[src/rtl/console_pkg.sv]
// Shared definitions for the console write responder: B response codes,
// responder FSM states and the four legal single-lane write strobes.
package console_pkg;

  localparam logic [1:0] BRESP_OKAY   = 2'b00;
  localparam logic [1:0] BRESP_SLVERR = 2'b10;

  typedef enum logic [1:0] {
    ST_IDLE = 2'd0,
    ST_DATA = 2'd1,
    ST_RESP = 2'd2
  } state_e;

  // One 32-bit lane active, low byte of that lane carries the character.
  localparam logic [15:0] STRB_LANE0 = 16'h000f;
  localparam logic [15:0] STRB_LANE1 = 16'h00f0;
  localparam logic [15:0] STRB_LANE2 = 16'h0f00;
  localparam logic [15:0] STRB_LANE3 = 16'hf000;

  function automatic logic strb_legal(input logic [15:0] strb);
    return (strb == STRB_LANE0) || (strb == STRB_LANE1) ||
           (strb == STRB_LANE2) || (strb == STRB_LANE3);
  endfunction

  function automatic logic [7:0] lane_char(input logic [127:0] data,
                                           input logic [15:0]  strb);
    logic [7:0] ch;
    ch = data[7:0];
    case (strb)
      STRB_LANE1: ch = data[39:32];
      STRB_LANE2: ch = data[71:64];
      STRB_LANE3: ch = data[103:96];
      default:    ch = data[7:0];
    endcase
    return ch;
  endfunction

endpackage

[src/rtl/console_sync_fifo.sv]
// Synchronous FIFO holding console characters. DEPTH must be a power of two
// so the read/write pointers wrap naturally.
module console_sync_fifo #(
  parameter int DATA_W = 8,
  parameter int DEPTH  = 16
) (
  input  logic                   clk,
  input  logic                   rst_b,
  input  logic                   push_i,
  input  logic [DATA_W-1:0]      data_i,
  input  logic                   pop_i,
  output logic [DATA_W-1:0]      data_o,
  output logic                   full_o,
  output logic                   empty_o,
  output logic [$clog2(DEPTH):0] count_o
);

  localparam int PTR_W = $clog2(DEPTH);
  localparam int CNT_W = PTR_W + 1;

  logic [DATA_W-1:0] mem_q [DEPTH];
  logic [PTR_W-1:0]  wr_ptr_q, rd_ptr_q;
  logic [CNT_W-1:0]  count_q;
  logic              do_push, do_pop;

  assign full_o  = (count_q == CNT_W'(DEPTH));
  assign empty_o = (count_q == '0);
  assign do_pop  = pop_i && !empty_o;
  assign do_push = push_i && (!full_o || do_pop);
  assign count_o = count_q;
  assign data_o  = empty_o ? '0 : mem_q[rd_ptr_q];

  // Pointer and occupancy bookkeeping.
  always_ff @(posedge clk or negedge rst_b) begin
    if (!rst_b) begin
      wr_ptr_q <= '0;
      rd_ptr_q <= '0;
      count_q  <= '0;
    end else begin
      if (do_push) wr_ptr_q <= wr_ptr_q + 1'b1;
      if (do_pop)  rd_ptr_q <= rd_ptr_q + 1'b1;
      case ({do_push, do_pop})
        2'b10:   count_q <= count_q + 1'b1;
        2'b01:   count_q <= count_q - 1'b1;
        default: count_q <= count_q;
      endcase
    end
  end

  // Storage write.
  // NOTE: the array is deliberately not reset; entries are only read when the
  // count says they were written, and a reset here would turn RAM into flops.
  always_ff @(posedge clk) begin
    if (do_push) mem_q[wr_ptr_q] <= data_i;
  end

endmodule

[src/rtl/axi_console_wr_slave.sv]
// AXI4 write responder for the console register. Accepts single-beat writes to
// BASE_ADDR, pushes the active-lane character into a FIFO and answers every
// write on B. Optional feature macro: CONSOLE_UART_TX_EN adds an 8N1 serializer
// that drains the FIFO; otherwise the FIFO drains on char_valid/char_ready.
module axi_console_wr_slave
  import console_pkg::*;
#(
  parameter logic [31:0] BASE_ADDR  = 32'h1001_5000,
  parameter int          ID_W       = 8,
  parameter int          FIFO_DEPTH = 16,
  parameter int          CLK_DIV    = 16
) (
  input  logic                        clk,
  input  logic                        rst_b,
  input  logic                        awvalid_i,
  output logic                        awready_o,
  input  logic [39:0]                 awaddr_i,
  input  logic [3:0]                  awlen_i,
  input  logic [ID_W-1:0]             awid_i,
  input  logic                        wvalid_i,
  output logic                        wready_o,
  input  logic [127:0]                wdata_i,
  input  logic [15:0]                 wstrb_i,
  input  logic                        wlast_i,
  output logic                        bvalid_o,
  input  logic                        bready_i,
  output logic [ID_W-1:0]             bid_o,
  output logic [1:0]                  bresp_o,
  output logic                        char_valid_o,
  input  logic                        char_ready_i,
  output logic [7:0]                  char_data_o,
  output logic                        uart_sout_o,
  output logic [$clog2(FIFO_DEPTH):0] fifo_cnt_o
);

  state_e          state_q, state_d;
  logic            ok_q, ok_d;
  logic [ID_W-1:0] id_q, id_d;
  logic            push, pop, full, empty;
  logic [7:0]      fifo_data;

  console_sync_fifo #(.DATA_W(8), .DEPTH(FIFO_DEPTH)) u_fifo (
    .clk     (clk),
    .rst_b   (rst_b),
    .push_i  (push),
    .data_i  (lane_char(wdata_i, wstrb_i)),
    .pop_i   (pop),
    .data_o  (fifo_data),
    .full_o  (full),
    .empty_o (empty),
    .count_o (fifo_cnt_o)
  );

  assign char_valid_o = !empty;
  assign char_data_o  = fifo_data;

  // Responder state, transaction status and latched ID.
  // NOTE: sequential state uses non-blocking assignments so every register
  // samples the pre-edge values regardless of statement order.
  always_ff @(posedge clk or negedge rst_b) begin
    if (!rst_b) begin
      state_q <= ST_IDLE;
      ok_q    <= 1'b0;
      id_q    <= '0;
    end else begin
      state_q <= state_d;
      ok_q    <= ok_d;
      id_q    <= id_d;
    end
  end

  // Next-state, handshake outputs and FIFO push decode.
  // NOTE: every output and next-state is defaulted first so no path leaves a
  // variable unassigned, which would infer a latch.
  always_comb begin
    state_d   = state_q;
    ok_d      = ok_q;
    id_d      = id_q;
    awready_o = 1'b0;
    wready_o  = 1'b0;
    bvalid_o  = 1'b0;
    bresp_o   = BRESP_OKAY;
    bid_o     = '0;
    push      = 1'b0;
    case (state_q)
      ST_IDLE: begin
        awready_o = 1'b1;
        if (awvalid_i) begin
          ok_d    = (awaddr_i[31:0] == BASE_ADDR) && (awlen_i == 4'd0);
          id_d    = awid_i;
          state_d = ST_DATA;
        end
      end
      ST_DATA: begin
        // Rejected transactions are sunk even when the FIFO is full.
        wready_o = !ok_q || !full;
        if (wvalid_i && wready_o) begin
          if (ok_q) begin
            if (strb_legal(wstrb_i)) push = 1'b1;
            else                     ok_d = 1'b0;
          end
          if (wlast_i) state_d = ST_RESP;
        end
      end
      ST_RESP: begin
        bvalid_o = 1'b1;
        bresp_o  = ok_q ? BRESP_OKAY : BRESP_SLVERR;
        bid_o    = id_q;
        if (bready_i) state_d = ST_IDLE;
      end
      default: state_d = ST_IDLE;
    endcase
  end

`ifdef CONSOLE_UART_TX_EN
  localparam int DIV_W = $clog2(CLK_DIV);

  logic             tx_busy_q;
  logic [9:0]       tx_shift_q;
  logic [3:0]       tx_bit_q;
  logic [DIV_W-1:0] tx_div_q;
  logic             unused_bits;

  assign pop         = !tx_busy_q && !empty;
  assign uart_sout_o = tx_busy_q ? tx_shift_q[0] : 1'b1;
  assign unused_bits = ^{awaddr_i[39:32], char_ready_i};

  // 8N1 serializer: load {stop, data, start} on pop, shift one bit per CLK_DIV.
  always_ff @(posedge clk or negedge rst_b) begin
    if (!rst_b) begin
      tx_busy_q  <= 1'b0;
      tx_shift_q <= '1;
      tx_bit_q   <= '0;
      tx_div_q   <= '0;
    end else if (pop) begin
      tx_busy_q  <= 1'b1;
      tx_shift_q <= {1'b1, fifo_data, 1'b0};
      tx_bit_q   <= '0;
      tx_div_q   <= '0;
    end else if (tx_busy_q) begin
      if (tx_div_q == DIV_W'(CLK_DIV - 1)) begin
        tx_div_q <= '0;
        if (tx_bit_q == 4'd9) begin
          tx_busy_q <= 1'b0;
        end else begin
          tx_bit_q   <= tx_bit_q + 1'b1;
          tx_shift_q <= {1'b1, tx_shift_q[9:1]};
        end
      end else begin
        tx_div_q <= tx_div_q + 1'b1;
      end
    end
  end
`else
  logic unused_bits;

  assign pop         = char_valid_o && char_ready_i;
  assign uart_sout_o = 1'b1;
  assign unused_bits = ^awaddr_i[39:32];
`endif

endmodule

[config.mk]
export PLATFORM = sky130hd
export DESIGN_NAME = axi_console_wr_slave
export DESIGN_NICKNAME = d
export VERILOG_FILES = /design/src/rtl/console_pkg.sv /design/src/rtl/console_sync_fifo.sv /design/src/rtl/axi_console_wr_slave.sv
export SDC_FILE = /design/constraint.sdc
export NUM_CORES = 1
export LEC_CHECK = 0
export ABC_AREA = 1
export CAP_MARGIN = 10
export CORE_MARGIN = 4
export CORE_UTILIZATION = 45
export CTS_BUF_LIST = sky130_fd_sc_hd__clkbuf_16
export DETAILED_ROUTE_END_ITERATION = 16
export HOLD_SLACK_MARGIN = 0.1
export PLACE_DENSITY = 0.78
export SYNTH_ARGS = -nofsm -noshare
export SYNTH_HDL_FRONTEND = slang
export SYNTH_SLANG_ARGS = --single-unit
[constraint.sdc]
create_clock -name clk -period 4.9 [get_ports clk]
set_clock_uncertainty 0.15 [all_clocks]
set_input_delay 0.735 -clock clk [delete_from_list [all_inputs] [get_ports clk]]
set_output_delay 0.735 -clock clk [all_outputs]
set_load 0.01 [all_outputs]
# ---- Word level (Yosys, flattened, before mapping)
# Memory sizes are Yosys's and may differ from the RTL's.
# Index checks and enable logic that the tools add are counted.
dict set report word_totals {
  ff_bits 24
  latch_bits 0
  mem_bits_rw 128
  rom_bits 0
  inputBits 203
  out_inout_bits 28
  word_cells 69
  n_memories 1
}
dict set report op_classes {
  n_addsub 4
  multipliers 0
  n_div 0
  order_cmp 0
  eq_ne 14
  shifts 0
  muxes 23
  bitwise 0
  n_reduce_logical 21
}
# memory depth word_bits rd rd_clocked_by_memory_dff wr line
set mem_list {}
lappend mem_list {u_fifo.mem_q 16 8 1 0 1 console_sync_fifo.sv:21} ;# logic [DATA_W-1:0] mem_q [DEPTH];
# cell count
set op_table {}
lappend op_table {{$eq 32x29->1 const B} 1}
lappend op_table {{$pmux 8 s3} 1}
lappend op_table {{$eq 16x12->1 const B} 1}
lappend op_table {{$eq 16x16->1 const B} 1}
lappend op_table {{$eq 16x4->1 const B} 1}
lappend op_table {{$eq 16x8->1 const B} 1}
lappend op_table {{$mux 8} 2}
lappend op_table {{$mux 2} 6}
lappend op_table {{$mux 1} 11}
lappend op_table {{$pmux 5 s2} 1}
lappend op_table {{$add 4x1->4 const B} 2}
lappend op_table {{$ne 2x2->1 const B} 4}
lappend op_table {{$pmux 2 s3} 1}
lappend op_table {{$add 5x1->5 const B} 1}
lappend op_table {{$eq 5x5->1 const B} 1}
lappend op_table {{$logic_and 1x1->1} 5}
lappend op_table {{$logic_not 5->1} 1}
lappend op_table {{$logic_or 1x1->1} 5}
lappend op_table {{$sub 5x1->5 const B} 1}
lappend op_table {{$eq 2x1->1 const B} 2}
lappend op_table {{$eq 2x2->1 const B} 2}
lappend op_table {{$logic_not 4->1} 1}
lappend op_table {{$reduce_and 4->1} 1}
lappend op_table {{$reduce_bool 2->1} 2}
lappend op_table {{5 further kinds} 7}

# ---- Logic depth before layout (Yosys ltp)
dict set report logic_depth {
  word_depth 11
  ltp_mapped 18
  depth_no_buf 18
}

# ---- By module
# Synthesis repeated with hierarchy kept, for this count alone.
dict set report unflattened {
  cells_unflattened 716
  hier_area_um2 7188.1
}
# module n_inst cells_each area_each_um2 seq_area_each_um2
set modules_own_cells {}
lappend modules_own_cells {console_sync_fifo 1 527 6039.5 4169.0}
lappend modules_own_cells {axi_console_wr_slave 1 189 1148.6 275.3}

# ---- Worst setup path after synthesis
# No wires, ideal clock.
dict set report synth_timing {
  path_type {input to register}
  start {in wstrb_i[15]}
  end {reg u_fifo.count_q[4] (netlist: u_fifo.count_o[4])}
  setup_ps 117
  arrival_time_ps 2736
  required_ps 4633
  path_slack_ps 1898
  path_stages 16
  path_buffers 0
  path_cell_list {nor2_1 nand2_2 nor2_4 nand2_4 nand4_4 nand3_4 ha_1 xor2_1 ha_1 inv_1 nand2_1 and3_1 o21bai_1 nand2_1 nand2_1 nand2_1}
}
dict set report synth_via {
  elab_chain_len 11
  word_cells_on_any_way 16
  classes_between {eq/ne (6); mux (5); reduce/logical (5)}
}
# item line
set synth_lines {}
lappend synth_lines {{start, declared} axi_console_wr_slave.sv:23} ;# input logic [15:0] wstrb_i,
lappend synth_lines {{$eq 16x4->1 / $eq 16x8->1 (equally long branches)} console_pkg.sv:21} ;# return (strb == STRB_LANE0) || (strb == STRB_LANE1) ||
lappend synth_lines {{$logic_or 1x1->1 (2 in a row)} console_pkg.sv:21}
lappend synth_lines {{$logic_or 1x1->1 (*)} console_pkg.sv:22} ;# (strb == STRB_LANE2) || (strb == STRB_LANE3);
lappend synth_lines {{$mux 1 (*)} axi_console_wr_slave.sv:99} ;# if (strb_legal(wstrb_i)) push = 1'b1;
lappend synth_lines {{$mux 1 (*)} axi_console_wr_slave.sv:98} ;# if (ok_q) begin
lappend synth_lines {{$mux 1 (*)} axi_console_wr_slave.sv:97} ;# if (wvalid_i && wready_o) begin
lappend synth_lines {{$mux 1 (*)} axi_console_wr_slave.sv:85} ;# case (state_q)
lappend synth_lines {{$logic_and 1x1->1 (*)} console_sync_fifo.sv:29} ;# assign do_push = push_i && (!full_o || do_pop);
lappend synth_lines {{$eq 2x1->1 / $eq 2x2->1 (equally long branches)} console_sync_fifo.sv:42} ;# case ({do_push, do_pop})
lappend synth_lines {{$pmux 5 s2 / $reduce_bool 2->1 (equally long branches)} -}
lappend synth_lines {{end signal, assigned} console_sync_fifo.sv:43} ;# 2'b10: count_q <= count_q + 1'b1;
lappend synth_lines {{end signal, assigned} console_sync_fifo.sv:44} ;# 2'b01: count_q <= count_q - 1'b1;
lappend synth_lines {{end signal, assigned} console_sync_fifo.sv:45} ;# default: count_q <= count_q;
lappend synth_lines {{end, declared} console_sync_fifo.sv:23} ;# logic [CNT_W-1:0] count_q;
# Every way passes the cells marked *; elsewhere a longest branch is shown, timed or not.
# A chain may end at the register's enable or synchronous reset.

# ---- Worst setup path in the final report
dict set report layout_timing {
  start {reg u_fifo.rd_ptr_q[1]}
  end {out char_data_o[5]}
}
dict set report layout_via {
  elab_chain_len 2
}
# item line
set layout_lines {}
lappend layout_lines {{start, declared} console_sync_fifo.sv:22} ;# logic [PTR_W-1:0] wr_ptr_q, rd_ptr_q;
lappend layout_lines {{start signal, assigned} console_sync_fifo.sv:41} ;# if (do_pop) rd_ptr_q <= rd_ptr_q + 1'b1;
lappend layout_lines {{$mem_v2 16x8} -}
lappend layout_lines {{$mux 8} console_sync_fifo.sv:31} ;# assign data_o = empty_o ? '0 : mem_q[rd_ptr_q];
lappend layout_lines {{end, declared} axi_console_wr_slave.sv:31} ;# output logic [7:0] char_data_o,
# No other way between the ends.

==> metrics.cfg <==
[routing]
ant_nets = 0
drtIter0Drc = 543
drt-total-wl_um = 17500
wl_per_cell_um = 16.71
drc_errors = 0
dr.pass1.iters = 5
via_per_inst = 5.305
vias = 5554

[sta]
max_slew_margin = 0.3983
whs_ps = 368.0
post-route-period-util = 0.8153
fmax_mhz = 250.3
finalSetupViolCount = 0
report.final.hold_viol_count = 0
rsz0062_at_grt = false
fin_setup_tns_ps = 0
slew_viol_final = 0
worstMarginPinSlew_ps = 899.9
period_needed_ps = 3995

[pwr]
pwr_density_cell_nw_per_um2 = 486.6
p_sw_frac = 0.3652
power.leakage_nw = 3.564
ir_drop_mv = 0.2807
power_frac_clock = 0.284
comb_power_share = 0.361
seqPwrFrac = 0.356
power.internal_mw = 2.837
switchingPower_mw = 1.632

[cts]
cts_tree = built
cts-root-buf = clkbuf_16
htree_levels = 4
cts_max_path_buffers = 2
clk_pin_slew_ps = 60
clock-sinks = 152
post-cts-setup-buffer-count = 0
cts-resized-gates = 0
ctsHoldBuffers = 0
cts-buffers-inserted = 17
clkLatencyLatePin_ps = 420

[synthesis]
ys_seq_elements = 152
ys_seq_area_frac = 0.6169
syn_avg_cell_area_um2 = 10.22
syn_nets = 917
synth_cell_types = 30
synth_area_um2 = 7204
synthCells = 705
ys_warn_count = 0

[final_layout]
final_common_cell = nand2_1
nets = 1035
postLayoutCellArea_um2 = 9183
diodes = 0
final_cell_mix = nand2_1 (163), edfxtp_1 (128), clkdlybuf4s50_1 (124)
area_growth_pct = 27.46
drive_gt1_frac = 0.07656

[global_route]
grt_max_degree = 67
grt_pass1_wl_um = 27390
grt_pass1_vias = 5288
grt_overflow = 0
grt.total_usage = 0.1958
antenna_found_initial = 0

[worst_setup_path]
crit_arrival_ps = 3110
cp-start-kind = flip-flop
critPathMaxFanout = 21
critPathKind = flip-flop to output port
worst_setup_path_end_kind = output port
crit_required_ps = 4010

[hold_path]
hold_path_class = flip-flop to flip-flop

[place]
dp_hpwl_um = 11780
place_congestion = 0.8609
placed_area_um2 = 8603
place.port_buffers = 124

[floorplanning]
start_util = 0.4670
dieWidth_um = 134.5
die_h_um = 134.5
row_count = 45
die_area_um2 = 18100
boundaryPins = 231
core_um2 = 15430

[run]
cap_violations = 0

[run_status]
status = completed

## area by class of cell
class / count / area, um2
fillers: 1235 / 6245
inverters: 37 / 138.9
multi-input cells: 486 / 2476
well taps: 211 / 264.0
flip-flops and latches: 152 / 4446
clock buffers: 17 / 425.4
clock inverters: 15 / 153.9
repair buffers: 129 / 1279
## power groups by stage
stage / Clock (mW) / Combinational (mW) / Sequential, mW
final: 1.27 / 1.61 / 1.59
after global routing: 1.33 / 1.78 / 1.60
after CTS: 1.27 / 1.61 / 1.59
after detailed placement: 0 / 1.60 / 1.61
after global placement: 0 / 1.57 / 1.61
after floorplan: 0 / 1.02 / 1.57
## critical path, stage by stage, from the launching register on
cell and delay, ps:
dfrtp_1 870, inv_2 370, nand3_1 200, nand2_1 80, a21oi_1 250, o31ai_1 190, a21oi_1 170, clkdlybuf4s50_1 550
## cell usage after synthesis
cell type  number  area, um2
nand2_2         4      25.02
a21oi_1        49      245.2
buf_4           4      30.03
nand3_4         1      17.52
o22ai_1         1      6.260
nand3b_1        2      15.01
and3_1          2      12.51
inv_2           5      18.77
inv_1          30      112.6
o31ai_1        16      120.1
conb_1          2      7.510
nor2_1        101      379.1
nor2_2          2      12.51
nor2_4          5      56.30
clkinv_1        2      7.510
o21ai_0        18      90.09
buf_2          14      70.07
clkbuf_1       12      45.04
dfrtp_1        24      600.6
nand4_1        26      162.7
ha_1            9      112.6
nand4_4         5      106.4
nor2_8          2      40.04
xor2_1          9      78.83
edfxtp_1      128       3844
xnor2_1         2      17.52
nand2_1       163      611.8
nand3_1        62      310.3
nand2_4         3      33.78
o21bai_1        2      15.01
## logic make-up (layout without fill, tap and decap cells)
logic type / after synthesis / after routing / share of synthesized area
xor gates and xnor gates: 11 / 11 / 0.01337
AOI/OAI and AO/OA: 86 / 86 / 0.06617
buffers and inverters: 67 / 198 / 0.03942
other: 2 / 2 / 0.001042
adders and majority gates: 9 / 9 / 0.01563
and+or+nand+nor: 378 / 378 / 0.2475
DFF: 152 / 152 / 0.6169
## per-layer routing
| layer | up-vias | wire length (um) | part of all wire | track usage |
|---|---|---|---|---|
| li1 | 2675 | - | - | - |
| met1 | 2640 | 6919 | 0.40 | 0.2450 |
| met2 | 218 | 8981 | 0.51 | 0.3408 |
| met3 | 21 | 1310 | 0.075 | 0.04247 |
| met4 | 0 | 288 | 0.016 | 0.06222 |
| met5 | - | 0 | 0 | 0 |
## metrics by stage
step / power [mW] / std cells / worst slack, ps / utilization
final: 4.469 / 1047 / 904.8 / 0.5952
after global routing: 4.718 / 1047 / 802.8 / 0.5952
after CTS: 4.471 / 1047 / 997.3 / 0.5952
after detailed placement: 3.215 / 1015 / 1095 / 0.5577
after global placement: 3.173 / 1015 / 1150 / 0.5577
after floorplan: 2.589 / 705 / 1898 / -
## sequential cells by signal, indices dropped and copies added, names as in the netlist
| signal | flops |
|---|---|
| u_fifo.wr_ptr_q | 4 |
| ok_q | 1 |
| u_fifo.rd_ptr_q | 4 |
| u_fifo.mem_q | 128 |
| state_q | 2 |
| id_q | 8 |
| u_fifo.count_o | 5 |
## worst paths after layout
| check | startpoint | to | slack (ps) | cells past startpoint |
|---|---|---|---|---|
| setup / recovery | u_fifo.rd_ptr_q[1] | char_data_o[5] | 900 | 7 |
| hold / removal | id_q[5] | id_q[5] | 370 | 2 |
| setup reg to reg | u_fifo.count_o[2] | u_fifo.count_o[4] | 1840 | 14 |
| hold reg to reg | id_q[5] | id_q[5] | 370 | 2 |
| max in group asynchronous | rst_b | u_fifo.rd_ptr_q[0] | 3800 | 2 |
| min in group asynchronous | rst_b | id_q[6] | 530 | 2 |
(Power assumes the default switching activity.)
